==> src/rtl/spi_puzzle_responder.sv <==
// rtl/spi_puzzle_responder.sv - SPI mode-0 slave streaming puzzle bytes out on MISO and collecting result bytes from MOSI
module spi_puzzle_responder #(
  parameter int         SYNC_FLOPS   = 2,
  parameter int         RESULT_BYTES = 2,
  parameter logic [7:0] FILL_BYTE    = 8'h00
) (
  input  logic                      clk,
  input  logic                      reset,
  input  logic                      spi_sclk,
  input  logic                      spi_mosi,
  input  logic                      spi_ss_n,
  output logic                      spi_miso,
  output logic                      spi_miso_oe,
  input  logic [7:0]                tx_data,
  input  logic                      tx_last,
  input  logic                      tx_valid,
  output logic                      tx_ready,
  output logic [7:0]                rx_data,
  output logic                      rx_valid,
  output logic [RESULT_BYTES*8-1:0] result_out,
  output logic                      result_valid,
  output logic                      test_complete,
  output logic                      underrun
);

  localparam int RW = RESULT_BYTES * 8;
  localparam int CW = $clog2(RESULT_BYTES + 1);
  localparam logic [CW-1:0] RES_MAX  = CW'(RESULT_BYTES);
  localparam logic [CW-1:0] RES_LAST = CW'(RESULT_BYTES - 1);

  typedef enum logic [1:0] {S_IDLE, S_LOAD, S_SHIFT} state_t;

  logic [SYNC_FLOPS-1:0] sclk_sync, mosi_sync, ss_sync;
  logic                  sclk_d, ss_d;
  logic                  sclk_s, mosi_s, ss_s;
  logic                  sclk_rise, sclk_fall, ss_fall, ss_rise;

  state_t          state;
  logic [2:0]      bit_cnt;
  logic [7:0]      tx_shift;
  logic [7:0]      rx_shift;
  logic            byte_done;
  logic            last_lat;
  logic            stream_done;
  logic [CW-1:0]   res_cnt;

  // Sync chains idle at the bus rest levels so reset never looks like an SS fall.
  always_ff @(posedge clk) begin
    if (reset) begin
      sclk_sync <= '0;
      mosi_sync <= '0;
      ss_sync   <= '1;
      sclk_d    <= 1'b0;
      ss_d      <= 1'b1;
    end else begin
      sclk_sync <= {sclk_sync[SYNC_FLOPS-2:0], spi_sclk};
      mosi_sync <= {mosi_sync[SYNC_FLOPS-2:0], spi_mosi};
      ss_sync   <= {ss_sync[SYNC_FLOPS-2:0], spi_ss_n};
      sclk_d    <= sclk_s;
      ss_d      <= ss_s;
    end
  end

  assign sclk_s    = sclk_sync[SYNC_FLOPS-1];
  assign mosi_s    = mosi_sync[SYNC_FLOPS-1];
  assign ss_s      = ss_sync[SYNC_FLOPS-1];
  assign sclk_rise = sclk_s & ~sclk_d;
  assign sclk_fall = ~sclk_s & sclk_d;
  assign ss_fall   = ~ss_s & ss_d;
  assign ss_rise   = ss_s & ~ss_d;

  always_ff @(posedge clk) begin
    if (reset) begin
      state         <= S_IDLE;
      bit_cnt       <= 3'd0;
      tx_shift      <= 8'h00;
      rx_shift      <= 8'h00;
      byte_done     <= 1'b0;
      last_lat      <= 1'b0;
      stream_done   <= 1'b0;
      res_cnt       <= '0;
      spi_miso      <= 1'b0;
      spi_miso_oe   <= 1'b0;
      tx_ready      <= 1'b0;
      rx_data       <= 8'h00;
      rx_valid      <= 1'b0;
      result_out    <= '0;
      result_valid  <= 1'b0;
      test_complete <= 1'b0;
      underrun      <= 1'b0;
    end else begin
      rx_valid     <= 1'b0;
      result_valid <= 1'b0;
      tx_ready     <= 1'b0;
      byte_done    <= 1'b0;

      // Completed bytes are published one cycle after the 8th rising edge.
      if (byte_done) begin
        rx_data  <= rx_shift;
        rx_valid <= 1'b1;
        if (stream_done && res_cnt != RES_MAX) begin
          result_out <= (result_out << 8) | RW'(rx_shift);
          res_cnt    <= res_cnt + CW'(1);
          if (res_cnt == RES_LAST) begin
            result_valid  <= 1'b1;
            test_complete <= 1'b1;
          end
        end
      end

      if (ss_rise) begin
        state       <= S_IDLE;
        spi_miso_oe <= 1'b0;
        bit_cnt     <= 3'd0;
        byte_done   <= 1'b0;
      end else begin
        case (state)
          S_IDLE: begin
            spi_miso_oe <= 1'b0;
            spi_miso    <= 1'b0;
            bit_cnt     <= 3'd0;
            last_lat    <= 1'b0;
            if (ss_fall) begin
              state    <= S_LOAD;
              tx_ready <= ~stream_done;
            end
          end

          S_LOAD: begin
            spi_miso_oe <= 1'b1;
            if (stream_done) begin
              tx_shift <= FILL_BYTE;
              last_lat <= 1'b0;
            end else if (tx_valid) begin
              tx_shift <= tx_data;
              last_lat <= tx_last;
            end else begin
              tx_shift <= FILL_BYTE;
              last_lat <= 1'b0;
              underrun <= 1'b1;
            end
            state <= S_SHIFT;
          end

          S_SHIFT: begin
            spi_miso <= tx_shift[7];
            if (sclk_rise) begin
              rx_shift <= {rx_shift[6:0], mosi_s};
              bit_cnt  <= bit_cnt + 3'd1;
              if (bit_cnt == 3'd7) byte_done <= 1'b1;
            end else if (sclk_fall) begin
              if (bit_cnt != 3'd0) begin
                tx_shift <= {tx_shift[6:0], 1'b0};
              end else begin
                // Byte boundary: a finished last byte ends the stream before the next load.
                stream_done <= stream_done | last_lat;
                tx_ready    <= ~(stream_done | last_lat);
                state       <= S_LOAD;
              end
            end
          end

          default: state <= S_IDLE;
        endcase
      end
    end
  end

endmodule

==> config.mk <==
export PLATFORM = sky130hd
export DESIGN_NAME = spi_puzzle_responder
export DESIGN_NICKNAME = d
export VERILOG_FILES = /design/src/rtl/spi_puzzle_responder.sv
export SDC_FILE = /design/constraint.sdc
export NUM_CORES = 1
export LEC_CHECK = 0
export ABC_AREA = 1
export BUFFER_PORTS_ARGS = -buffer_cell sky130_fd_sc_hd__buf_2
export CORE_AREA = 2 2 90 92
export CTS_CLUSTER_SIZE = 25
export DETAILED_ROUTE_END_ITERATION = 16
export DIE_AREA = 0 0 92 94
export GPL_TIMING_DRIVEN = 0
export SETUP_SLACK_MARGIN = 0.02
export SYNTH_ARGS = -nofsm -noshare
export SYNTH_HDL_FRONTEND = slang
export SYNTH_SLANG_ARGS = --single-unit
==> constraint.sdc <==
create_clock -name clk -period 2.6 [get_ports clk]
set_input_delay 0.52 -clock clk [delete_from_list [all_inputs] [get_ports clk]]
set_output_delay 0.52 -clock clk [all_outputs]
set_load 0.02 [all_outputs]
After elaboration in Yosys (flattened, before gate mapping) --
Index checks and enable logic that the tools add are counted.
Word-level totals: register bits after elaboration 65, bits of input ports 15, output and inout port bits 31, logic and storage cells 99
Operators by class: add/sub/neg operators 2, eq/ne operators 11, muxes and demuxes 26, bitwise logic cells 19, reduce and logical (&&, ||, !) cells 19
Operator list (number):
- $mux 8 | 5
- $or 16x8->16 | 1
- $pmux 8 s2 | 1
- $ne 2x2->1 const B | 7
- $not 1->1 | 13
- $reduce_and 5->1 | 2
- $mux 1 | 9
- $mux 2 | 4
- $pmux 1 s2 | 4
- $reduce_and 2->1 | 4
- $reduce_and 4->1 | 2
- $pmux 2 s3 | 1
- $pmux 3 s2 | 1
- $reduce_and 3->1 | 2
- $reduce_bool 2->1 | 3
- $and 1x1->1 | 4
- $eq 2x1->1 const B | 2
- $reduce_or 4->1 | 1
- $add 3x1->3 const B | 1
- $eq 3x3->1 const B | 1
- $mux 3 | 1
- $reduce_bool 3->1 | 1
- $reduce_or 3->1 | 1
- $add 2x1->2 const B | 1
- 5 further kinds | 5

Longest topological paths before layout --
depth in word-level cells 6, mapped depth 9, depth with buffers taken out 9

Least setup slack after synthesis --
Ideal clock, no wire load.
path kind input -> register, start point in reset, end point reg rx_shift[5], library setup time 144 ps, arrival time 1133 ps, required time 2456 ps, slack 1323 ps, stages on the path 3, path buffers 2, path through buf_2 -> buf_1 -> a21oi_1
RTL lines:
- from (decl) | RTL line 8 | input logic reset,
- to (signal assigned) | RTL line 148 | rx_shift <= {rx_shift[6:0], mosi_s};
- to (decl) | RTL line 41 | logic [7:0] rx_shift;
No word-level cell between the ends.

Final worst setup path --
start point reg bit_cnt[0], end point reg tx_shift[7]
Between the ends: word-level cells in the longest chain between the ends 3
Ends and longest elaborated chain:
- from (decl) | RTL line 39 | logic [2:0] bit_cnt;
- from (signal assigned) | RTL line 149 | bit_cnt <= bit_cnt + 3'd1;
- $reduce_bool 3->1 | RTL line 152 | if (bit_cnt != 3'd0) begin
- $ne 2x2->1 (no source line)
- $reduce_and 5->1 (no source line)
- to (signal assigned) | RTL line 135 | tx_shift <= tx_data;
- to (signal assigned) | RTL line 153 | tx_shift <= {tx_shift[6:0], 1'b0};
- to (decl) | RTL line 40 | logic [7:0] tx_shift;
Every way passes these cells. A chain may end at the register's enable or synchronous reset.

==> impl_results.md <==
* Largest net degree at the start of global routing at 11
* Crit Reg-Reg Endpoint: tx_shift[7]
* WP data arrival at 1650 ps
* Outcome: finished clean
* Layout cell share with drive strength beyond 1 at 0.247
* CTS root buf: clkbuf_8
* Initial core utilization at 0.346
* Number of hold buffers added after cts at 0
* Routed vias at 2,289
* Iter 0 DRT Violations at 73
* Post-Syn Nets at 363
* Sequential power share at 0.510
* R2R Path Start: bit_cnt[0]
* Sum Neg Setup Slack at 0 ps
* GPL Wtd Cong at 0.863
* Fillers at 822
* Slew @ Worst Pin at 670 ps
* Final hold vios at 0
* H-tree lvl count at 3
* WS Path Type: flip-flop to flip-flop
* Fin crit share at 0.546
* Max Used Layer: met4
* Post-route DRC violation count at 0
* CTS tree: done
* Combinational share of power at 0.092
* Slew Viols, Final at 0
* Average size of a mapped cell at 7.68 um^2
* CTS Buf Count at 9
* Met3 wire len at 364 um
* Power Density at 647 nW/um^2
* Core ar. at 7610 um^2
* Leading cell type in the layout, fill and taps excluded: nand2_1
* Initial antenna violation count at 0
* Worst Skew at 7.99 ps
* Most frequent cells in the layout: nand2_1, dfxtp_1, buf_2, nor2_1, a21oi_1
* Power Internal at 1.55 mW
* Worst setup EP type: flip-flop
* Post-DP HPWL at 4150 um
* WL/cell at 11.7 um
* Cell count of the worst hold path at 2
* DRT met1 WL at 2730 um
* Final WL at 5860 um
* YS warnings at 0
* Vias in the first global route at 2,062
* Pleak at 1.40 nW
* Final setup vio count at 0
* Cell variety after synth at 24
* Final Power at 2.05 mW
* Fin util at 0.416
* Hold endpoint: ss_sync[0]
* Critical Path RT at 2830 ps
* Die width at 92 um
* Share of total power in the clock network at 0.398
* First-pass GRT wire length at 9580 um
* Die H at 94 um
* Startpoint Class: flip-flop
* Reg clk slew, reported paths at 60 ps
* Hold Startpoint: spi_ss_n
* Final net count at 418
* RSZ-0062 raised after global routing: false
* Site row count at 32
* Hold WS at 367 ps
* Aggregate global-route resource usage at 0.142
* Number of inserted diodes at 0
* Max FO, Critical Path at 10
* Clock Sinks at 65
* Bufs on Longest Clock Path at 2
* Die area at 8650 um^2
* Final critical-path required period at 1420 ps
* Worst skew pair latency at 340 ps
* Number of synthesized register bits at 65
* DR pass1 iterations at 4
* Grt total ovfl at 0
* Reg2Reg Setup Slack at 1180 ps
* Worst slew margin at 0.553
* Area growth, synth to finish at 20.1%
* WL met2 at 2700 um
* Routed Antenna Nets at 0
* P_sw at 0.501 mW
* Switch share at 0.245
* Synthesized area at 2630 um^2
* Hold Path Class: input port to flip-flop
* Port Buffer Count at 44
* Post-CTS Setup Bufs at 0
* Sequential area share after synthesis at 0.494
* Cts repair resizes at 0
* Ports at 46
* Via density at 4.55
* MaxCap Viol Count at 0
* FF-to-FF path depth at 9
* Max frequency at 704 MHz
* Syn Inst Count at 343
* Worst vdd ir at 0.275 mV
-- stage by stage --
step | instance area (um^2) | setup WS, ps | cells
2_1_floorplan | 2630 | 1320 | 343
3_3_place_gp | 2980 | 954 | 489
3_5_place_dp | 2980 | 936 | 489
4_1_cts | 3160 | 1170 | 503
5_1_grt | 3160 | 1060 | 503
6_report | 3160 | 1180 | 503
-- power groups by stage --
stage                     clock [mW]  sequential, mW  combinational [mW]
after floorplan                    0            1.07               0.140
after global placement             0            1.07               0.187
after detailed placement           0            1.07               0.190
after CTS                      0.839            1.04               0.190
after global routing           0.873            1.05               0.220
final                          0.815            1.04               0.188
-- worst max-delay path: stages, from the launching register on --
cell and delay [ps]:
dfxtp_1 350, inv_1 70, ha_1 200, nand2_1 110, nand2_1 80, nand2_2 120
buf_4 190, nand3_1 80, nand2_1 70, nor2_1 50
-- sequential cells by signal, summed over array words and instances (netlist names) --
name           cells
bit_cnt            3
byte_done          1
last_lat           1
mosi_sync          2
res_cnt            2
result_out        16
result_valid       1
rx_data            8
rx_shift           8
rx_valid           1
sclk_d             1
sclk_sync          2
spi_miso           1
spi_miso_oe        1
ss_d               1
ss_sync            2
state              2
stream_done        1
test_complete      1
tx_ready           1
tx_shift           8
underrun           1
-- cells by family after synthesis --
kind of cell | count (synthesis) | synth area share
AO/OA/AOI/OAI | 57 | 0.123
adder cells (fa/ha/maj) | 5 | 0.0238
buffers and inverters | 41 | 0.0727
flip-flops | 65 | 0.494
AND/OR/NAND/NOR | 175 | 0.287
-- worst max-delay path by stage --
stage	endpoint	slack [ps]	start	depth (start not counted)
detailed placement	result_valid	940	reset	4
global placement	rx_shift[6]	950	reset	4
CTS	result_out[4]	1170	result_out[4]	1
floorplan	rx_shift[5]	1320	reset	3
finish	tx_shift[7]	1180	bit_cnt[0]	9
global route	tx_shift[7]	1060	bit_cnt[0]	9
-- Yosys cell counts --
master    instances  share of area
a21oi_1          31          0.059
a21oi_2          10          0.033
buf_1             2         0.0029
buf_12            1         0.0076
buf_2             4         0.0076
buf_4             1         0.0029
buf_6             1         0.0043
clkbuf_1          4         0.0057
clkinv_1          1         0.0014
clkinv_4          1         0.0033
dfxtp_1          65           0.49
ha_1              5          0.024
inv_1            21          0.030
inv_2             5         0.0071
nand2_1          82           0.12
nand2_2          11          0.026
nand2_4           1         0.0043
nand3_1          27          0.051
nand4_1           2         0.0047
nor2_1           46          0.066
nor2_2            2         0.0047
nor2_4            2         0.0086
o21ai_0          16          0.030
or2_2             2         0.0047
-- per-layer routing --
layer | vias up | GRT usage
met5 | - | 0
met4 | 0 | 0.0597
met3 | 7 | 0.0449
met2 | 49 | 0.232
met1 | 1033 | 0.172
li1 | 1200 | -
-- area by class of cell --
type	instances	area, um^2	area share
timing repair buffer	44	220	0.0696
sequential	65	1300	0.411
multi-input combinational	237	1140	0.361
clock inverter	4	45.0	0.0142
buffer	13	81.3	0.0257
tap	102	128	0.0403
clock buffer	10	138	0.0435
inverter	28	110	0.0348
(Power assumes the default switching activity.)
